$ cat src/rtl/alu_mc_pkg.sv
// alu_mc_pkg: shared types for the multi-cycle ALU.
//   opcode_e  - 4-bit operation code carried on ctrl_in
//   state_e   - control FSM states
//   FLAG_*    - bit positions inside flags_out
package alu_mc_pkg;

    typedef enum logic [3:0] {
        OP_ADD = 4'd0,
        OP_SUB = 4'd1,
        OP_MUL = 4'd2,
        OP_DIV = 4'd3,
        OP_AND = 4'd4,
        OP_OR  = 4'd5,
        OP_XOR = 4'd6,
        OP_NOT = 4'd7,
        OP_SHL = 4'd8,
        OP_SHR = 4'd9,
        OP_ASR = 4'd10,
        OP_ROL = 4'd11,
        OP_ROR = 4'd12
    } opcode_e;

    typedef enum logic [1:0] {
        ST_IDLE,
        ST_BUSY,
        ST_DONE
    } state_e;

    localparam int FLAG_C  = 0;
    localparam int FLAG_V  = 1;
    localparam int FLAG_Z  = 2;
    localparam int FLAG_N  = 3;
    localparam int FLAG_P  = 4;
    localparam int FLAG_DZ = 5;

endpackage

$ cat src/rtl/alu_mc_iter.sv
// alu_mc_iter: iterative unsigned shift-add multiplier / restoring divider.
//   clk_in, rst_n_in : clock, async active-low reset
//   i_start          : load operands and begin WIDTH iterations
//   i_is_div         : 1 = divide (a / b), 0 = multiply (a * b)
//   i_a, i_b         : operands, sampled only on i_start
//   o_done           : high during the final iteration cycle
//   o_hi, o_lo       : next-step accumulator / shift register; on o_done
//                      these hold {product hi, lo} or {remainder, quotient}
module alu_mc_iter
    import alu_mc_pkg::*;
#(
    parameter int WIDTH = 8
) (
    input  logic             clk_in,
    input  logic             rst_n_in,
    input  logic             i_start,
    input  logic             i_is_div,
    input  logic [WIDTH-1:0] i_a,
    input  logic [WIDTH-1:0] i_b,
    output logic             o_done,
    output logic [WIDTH-1:0] o_hi,
    output logic [WIDTH-1:0] o_lo
);
    localparam int SHW = $clog2(WIDTH);

    logic [WIDTH-1:0] r_acc;   // product high half / partial remainder
    logic [WIDTH-1:0] r_sr;    // multiplier / dividend, result shifts in
    logic [WIDTH-1:0] r_opnd;  // multiplicand / divisor
    logic [SHW-1:0]   r_cnt;
    logic             r_busy;
    logic             r_div;

    logic [WIDTH:0]   w_sum;
    logic [WIDTH:0]   w_shift;
    logic [WIDTH:0]   w_trial;
    logic [WIDTH-1:0] w_acc_n;
    logic [WIDTH-1:0] w_sr_n;

    always_comb begin
        w_sum   = {1'b0, r_acc} + (r_sr[0] ? {1'b0, r_opnd} : '0);
        w_shift = {r_acc, r_sr[WIDTH-1]};
        w_trial = w_shift - {1'b0, r_opnd};
        if (r_div) begin
            // Bit WIDTH of the trial difference is the borrow: restore on borrow.
            if (!w_trial[WIDTH]) begin
                w_acc_n = w_trial[WIDTH-1:0];
                w_sr_n  = {r_sr[WIDTH-2:0], 1'b1};
            end else begin
                w_acc_n = w_shift[WIDTH-1:0];
                w_sr_n  = {r_sr[WIDTH-2:0], 1'b0};
            end
        end else begin
            {w_acc_n, w_sr_n} = {w_sum, r_sr[WIDTH-1:1]};
        end
    end

    assign o_done = r_busy && (r_cnt == SHW'(WIDTH - 1));
    assign o_hi   = w_acc_n;
    assign o_lo   = w_sr_n;

    always_ff @(posedge clk_in or negedge rst_n_in) begin
        if (!rst_n_in) begin
            r_acc  <= '0;
            r_sr   <= '0;
            r_opnd <= '0;
            r_cnt  <= '0;
            r_busy <= 1'b0;
            r_div  <= 1'b0;
        end else if (i_start) begin
            r_acc  <= '0;
            r_sr   <= i_a;
            r_opnd <= i_b;
            r_cnt  <= '0;
            r_busy <= 1'b1;
            r_div  <= i_is_div;
        end else if (r_busy) begin
            r_acc <= w_acc_n;
            r_sr  <= w_sr_n;
            r_cnt <= r_cnt + 1'b1;
            if (o_done) begin
                r_busy <= 1'b0;
            end
        end
    end

endmodule

$ cat src/rtl/alu_mc.sv
// alu_mc: multi-cycle ALU with valid/ready request and result handshakes.
//   clk_in, rst_n_in          : clock, async active-low reset
//   in_valid_in, in_ready_out : request handshake (ready only when idle)
//   a_in, b_in, ctrl_in       : operands and opcode (b_in low bits = shift)
//   out_valid_out, out_ready_in : result handshake
//   results_out               : result / MUL low half / DIV quotient
//   results_hi_out            : MUL high half / DIV remainder / 0
//   flags_out                 : {DZ, P, N, Z, V, C}
module alu_mc
    import alu_mc_pkg::*;
#(
    parameter int WIDTH = 8
) (
    input  logic             clk_in,
    input  logic             rst_n_in,
    input  logic             in_valid_in,
    output logic             in_ready_out,
    input  logic [WIDTH-1:0] a_in,
    input  logic [WIDTH-1:0] b_in,
    input  logic [3:0]       ctrl_in,
    output logic             out_valid_out,
    input  logic             out_ready_in,
    output logic [WIDTH-1:0] results_out,
    output logic [WIDTH-1:0] results_hi_out,
    output logic [5:0]       flags_out
);
    localparam int SHW = $clog2(WIDTH);

    state_e           r_state;
    logic             r_ready;
    logic             r_valid;
    logic [WIDTH-1:0] r_res;
    logic [WIDTH-1:0] r_hi;
    logic [5:0]       r_flags;
    logic             r_is_div;

    opcode_e          w_op;
    logic             w_accept;
    logic             w_long;
    logic [SHW-1:0]   w_amt;
    logic [SHW-1:0]   w_rot;
    logic [WIDTH:0]   w_asr;
    logic [WIDTH-1:0] w_res;
    logic [WIDTH-1:0] w_hi;
    logic             w_c;
    logic             w_v;
    logic             w_dz;
    logic             w_known;
    logic [5:0]       w_flags_sc;
    logic [5:0]       w_flags_it;
    logic             w_it_done;
    logic [WIDTH-1:0] w_it_hi;
    logic [WIDTH-1:0] w_it_lo;

    function automatic logic [5:0] mk_flags(input logic [WIDTH-1:0] res,
                                            input logic c, input logic v,
                                            input logic dz);
        logic [5:0] f;
        f          = '0;
        f[FLAG_C]  = c;
        f[FLAG_V]  = v;
        f[FLAG_Z]  = (res == '0);
        f[FLAG_N]  = res[WIDTH-1];
        f[FLAG_P]  = ^res;
        f[FLAG_DZ] = dz;
        return f;
    endfunction

    assign w_op     = opcode_e'(ctrl_in);
    assign w_accept = in_valid_in && r_ready;
    // Divide by zero bypasses the iterative unit and completes in one cycle.
    assign w_long   = (w_op == OP_MUL) || ((w_op == OP_DIV) && (b_in != '0));
    assign w_amt    = b_in[SHW-1:0];
    assign w_rot    = SHW'(w_amt % WIDTH);
    // Extra low bit catches the last bit shifted out as the carry.
    assign w_asr    = $signed({a_in, 1'b0}) >>> w_amt;

    always_comb begin
        w_res   = '0;
        w_hi    = '0;
        w_c     = 1'b0;
        w_v     = 1'b0;
        w_dz    = 1'b0;
        w_known = 1'b1;
        case (w_op)
            OP_ADD: begin
                {w_c, w_res} = {1'b0, a_in} + {1'b0, b_in};
                w_v = (a_in[WIDTH-1] == b_in[WIDTH-1]) && (w_res[WIDTH-1] != a_in[WIDTH-1]);
            end
            OP_SUB: begin
                w_res = a_in - b_in;
                w_c   = (a_in < b_in);
                w_v   = (a_in[WIDTH-1] != b_in[WIDTH-1]) && (w_res[WIDTH-1] != a_in[WIDTH-1]);
            end
            OP_MUL: ;
            OP_DIV: begin
                w_res = '1;
                w_hi  = a_in;
                w_dz  = 1'b1;
            end
            OP_AND: w_res = a_in & b_in;
            OP_OR:  w_res = a_in | b_in;
            OP_XOR: w_res = a_in ^ b_in;
            OP_NOT: w_res = ~a_in;
            OP_SHL: {w_c, w_res} = {1'b0, a_in} << w_amt;
            OP_SHR: {w_res, w_c} = {a_in, 1'b0} >> w_amt;
            OP_ASR: {w_res, w_c} = w_asr;
            OP_ROL: begin
                w_res = (a_in << w_rot) | (a_in >> (WIDTH - int'(w_rot)));
                w_c   = (w_rot != '0) && w_res[0];
            end
            OP_ROR: begin
                w_res = (a_in >> w_rot) | (a_in << (WIDTH - int'(w_rot)));
                w_c   = (w_rot != '0) && w_res[WIDTH-1];
            end
            default: w_known = 1'b0;
        endcase
    end

    assign w_flags_sc = w_known ? mk_flags(w_res, w_c, w_v, w_dz) : '0;
    assign w_flags_it = mk_flags(w_it_lo, !r_is_div && (w_it_hi != '0), 1'b0, 1'b0);

    alu_mc_iter #(
        .WIDTH(WIDTH)
    ) u_iter (
        .clk_in   (clk_in),
        .rst_n_in (rst_n_in),
        .i_start  (w_accept && w_long),
        .i_is_div (w_op == OP_DIV),
        .i_a      (a_in),
        .i_b      (b_in),
        .o_done   (w_it_done),
        .o_hi     (w_it_hi),
        .o_lo     (w_it_lo)
    );

    always_ff @(posedge clk_in or negedge rst_n_in) begin
        if (!rst_n_in) begin
            r_state  <= ST_IDLE;
            r_ready  <= 1'b1;
            r_valid  <= 1'b0;
            r_res    <= '0;
            r_hi     <= '0;
            r_flags  <= '0;
            r_is_div <= 1'b0;
        end else begin
            case (r_state)
                ST_IDLE: begin
                    if (w_accept) begin
                        r_ready  <= 1'b0;
                        r_is_div <= (w_op == OP_DIV);
                        if (w_long) begin
                            r_state <= ST_BUSY;
                        end else begin
                            r_state <= ST_DONE;
                            r_valid <= 1'b1;
                            r_res   <= w_res;
                            r_hi    <= w_hi;
                            r_flags <= w_flags_sc;
                        end
                    end
                end
                ST_BUSY: begin
                    if (w_it_done) begin
                        r_state <= ST_DONE;
                        r_valid <= 1'b1;
                        r_res   <= w_it_lo;
                        r_hi    <= w_it_hi;
                        r_flags <= w_flags_it;
                    end
                end
                ST_DONE: begin
                    if (out_ready_in) begin
                        r_state <= ST_IDLE;
                        r_valid <= 1'b0;
                        r_ready <= 1'b1;
                    end
                end
                default: r_state <= ST_IDLE;
            endcase
        end
    end

    assign in_ready_out   = r_ready;
    assign out_valid_out  = r_valid;
    assign results_out    = r_res;
    assign results_hi_out = r_hi;
    assign flags_out      = r_flags;

endmodule

$ cat config.mk
export PLATFORM = sky130hd
export DESIGN_NAME = alu_mc
export DESIGN_NICKNAME = d
export VERILOG_FILES = /design/src/rtl/alu_mc_pkg.sv /design/src/rtl/alu_mc_iter.sv /design/src/rtl/alu_mc.sv
export SDC_FILE = /design/constraint.sdc
export NUM_CORES = 1
export LEC_CHECK = 0
export ABC_AREA = 1
export BUFFER_PORTS_ARGS = -buffer_cell sky130_fd_sc_hd__clkbuf_2
export CORE_UTILIZATION = 40
export DETAILED_ROUTE_END_ITERATION = 7
export GPL_ROUTABILITY_DRIVEN = 0
export SYNTH_ARGS = -nofsm -noshare
export SYNTH_HDL_FRONTEND = slang
export SYNTH_SLANG_ARGS = --single-unit
export TNS_END_PERCENT = 30
$ cat constraint.sdc
create_clock -name clk_in -period 8.13 [get_ports clk_in]
set_input_delay 0.4065 -clock clk_in [delete_from_list [all_inputs] [get_ports clk_in]]
set_output_delay 0.4065 -clock clk_in [all_outputs]
set_load 0.05 [all_outputs]
==> flow_summary.ini <==
[sta]
fin_crit_sh_pct = 43.5
drv_slew = 0
maxSlewHeadroom_pct = 36.2
period_minus_slack_ns = 3.54
fin_hold_ws_ns = 0.242
max_slew.worst_pin.slew_ns = 0.955
grt_setup_unrepaired = false
hold_viol = 0
fin_tns_setup_ns = 0
finalSetupViolCount = 0
finClkSkew_ns = 0.00555
setup_ws_ns = 4.59
timing.fmax_mhz = 283

[die]
fp.dieH_um = 126
io_pins = 48
rows = 44
die_area_sq_um = 15900
core_area_sq_um = 14800
initial_core_util_pct = 41.7
die-width_um = 126

[cts]
cts_tree = done
postCtsResizedCells = 0
cts.clk_slew.worst_paths_ns = 0.08
cts-htree-levels = 2
ctsHoldBuffers = 0
cts_num_sinks = 56
numCtsBuffers = 5
clkLatencyLatePin_ns = 0.30
clockBufferDepth = 2
root_buffer = clkbuf_16
postCtsSetupBuffers = 0

[synthesis]
synth_fp_nets = 1033
synth-edff-count = 0
ys_ff_latch = 56
syn-instance-count = 950
yosys_warnings = 0
seq_area_frac_synth_pct = 22.8
async_flop_share_pct = 100
avgSynthCellArea_sq_um = 6.48
yosysUniqueCellTypes = 55
synth_area_sq_um = 6160
yosys_most_used_dff = dfrtp_1

[global_route]
antenna_found_initial = 0
grt_start_max_net_pins = 57
grt.total_usage_pct = 26.9
overflow = 0
grt_pass1_wl_um = 33600
grt_pass1_vias = 6071

[route]
wl_per_cell_um = 17.9
wirelength_um = 20900
drtIter0Drc = 622
drc = 0
first_pass_iters = 6
via_count = 6549
routed_via_density = 5.63
antenna_left = 0

[cells_and_area]
fin_nets = 1062
post-route-util_pct = 44.9
area_growth_syn_to_layout_pct = 7.54
antenna_cells = 0
drive_gt1_share_pct = 11.1

[setup_path]
crit_type = in2reg
path_max_fanout = 17
arrival_ns = 3.77
worstSetupEndpointType = flip-flop
startpoint_type = input pin
critical_path_required_ns = 8.37

[run]
drv_cap = 0

[pwr]
seqPwrFrac_pct = 24.5
p_int_uw = 929
power_frac_clock_pct = 10.9
pwr_density_cell_nw_per_um2 = 309
switching_share_pct = 54.6
combPwrFrac_pct = 64.6
p_switching_mw = 1.12
leakage_nw = 3.51
peakVddDrop_v = 0.000208
power_mw = 2.05

[worst_hold_path]
hold_path_class = in2async

[placed_design]
place_ws_ns = 4.37
hpwlAfterDp_um = 16100
portBuffers = 47

[status]
status = finished clean
sequential cells by signal (all words and copies together) (netlist names):
register,count
flags_out,6
in_ready_out,1
out_valid_out,1
r_is_div,1
r_state,2
results_hi_out,8
results_out,8
u_iter.r_acc,8
u_iter.r_busy,1
u_iter.r_cnt,3
u_iter.r_div,1
u_iter.r_opnd,8
u_iter.r_sr,8
through the flow:
stage | cells | area, sq um
final | 1164 | 6620
after global routing | 1164 | 6620
after CTS | 1164 | 6620
after detailed placement | 1156 | 6480
after global placement | 1156 | 6480
after floorplan | 950 | 6160
cells in the mapped netlist (all sizes together) (2+ instances only):
cell,n,area share [%]
nand2,288,18
inv,134,8.2
nor2,83,6.2
nand3,75,6.3
o21ai,70,5.9
dfrtp,55,22
ha,55,11
a21oi,54,4.7
buf,20,2.2
o22ai,16,1.6
nand4,15,1.5
o221ai,8,1.1
xor2,8,1.1
nor3,7,0.65
xnor2,7,1.0
clkbuf,6,0.37
a22oi,4,0.49
fa,4,1.3
o211ai,4,0.49
o31ai,4,0.49
or2,4,0.41
mux2i,3,0.49
nor4,3,0.30
o2111ai,3,0.43
a211oi,2,0.24
a22o,2,0.28
a31oi,2,0.20
and3,2,0.20
nand3b,2,0.24
nor3b,2,0.33
o21a,2,0.37
area by class of cell:
class / instances / area (sq um)
inverters: 135 / 512
multi-input cells: 733 / 4090
clock buffers: 5 / 125
fillers: 1581 / 8130
repair buffers: 48 / 243
clock inverters: 3 / 21.3
flip-flops and latches: 56 / 1400
well taps: 184 / 230
layout by cell type, fill, tap and decap left out, types with 8 or more instances in the layout:
cell type,instances
inv_1,127
ha_1,55
nand2_2,14
xor2_1,8
clkbuf_2,47
o21ai_1,16
nand4_1,15
nor2_2,8
dfrtp_1,55
nand3_1,73
nor2_1,71
o221ai_1,8
a21oi_1,49
o22ai_1,16
nand2_1,272
o21ai_0,50
power by group through the flow:
stage          registers (mW)  logic (mW)  clock network (mW)
2_1_floorplan           0.647       0.855                   0
3_3_place_gp            0.505        1.30                   0
3_5_place_dp            0.503        1.31                   0
4_1_cts                 0.500        1.32               0.227
5_1_grt                 0.516        1.49               0.238
6_report                0.501        1.32               0.223
routing by layer:
metal / track usage, % / part of all wire, % / up-vias
met1: 38.8 / 47 / 3071
met4: 6.59 / 2.1 / 0
li1: - / - / 3174
met2: 42.4 / 45 / 269
met3: 3.44 / 6.3 / 35
met5: 0 / 0 / -
cells by family (layout without fill, tap and decap cells):
group	Yosys count	in the layout	synth area share (%)
AND/OR/NAND/NOR	482	482	34.5
flip-flops	56	56	22.8
multiplexers	3	3	0.488
AO/OA/AOI/OAI	174	174	16.8
adder cells (fa/ha/maj)	59	59	12.5
buffers and inverters	161	191	10.8
XOR/XNOR	15	15	2.13
worst max-delay path, stage by stage:
cell and delay [ns]:
clkbuf_2 0.39, inv_4 0.18, ha_1 0.27, ha_1 0.34, inv_1 0.19, nand2_2 0.16, nor3_1 0.39, nand2_1 0.12
nand3_1 0.12, nor3_2 0.06, nand3_1 0.15, inv_1 0.07, ha_1 0.31, xor2_1 0.18, xnor2_1 0.14, inv_1 0.05
o22ai_1 0.10, nand2_1 0.08, nand2_1 0.08
path summary, 6_finish.rpt:
path,startpoint,slack (ns),cells after the start,endpoint
max,b_in[0],4.59,19,flags_out[4]$_DFFE_PN0P_
min reg2reg,in_ready_out$_DFFE_PN1P_,0.47,2,in_ready_out$_DFFE_PN1P_
min in group clk_in,out_ready_in,0.32,2,r_state[1]$_DFFE_PN0P_
max in group asynchronous,rst_n_in,7.39,2,u_iter.r_opnd[7]$_DFFE_PN0P_
max reg2reg,u_iter.r_sr[7]$_DFFE_PN0P_,4.67,17,flags_out[4]$_DFFE_PN0P_
min,rst_n_in,0.24,2,u_iter.r_acc[6]$_DFFE_PN0P_
Note: power is estimated with default switching activity, not from simulation.
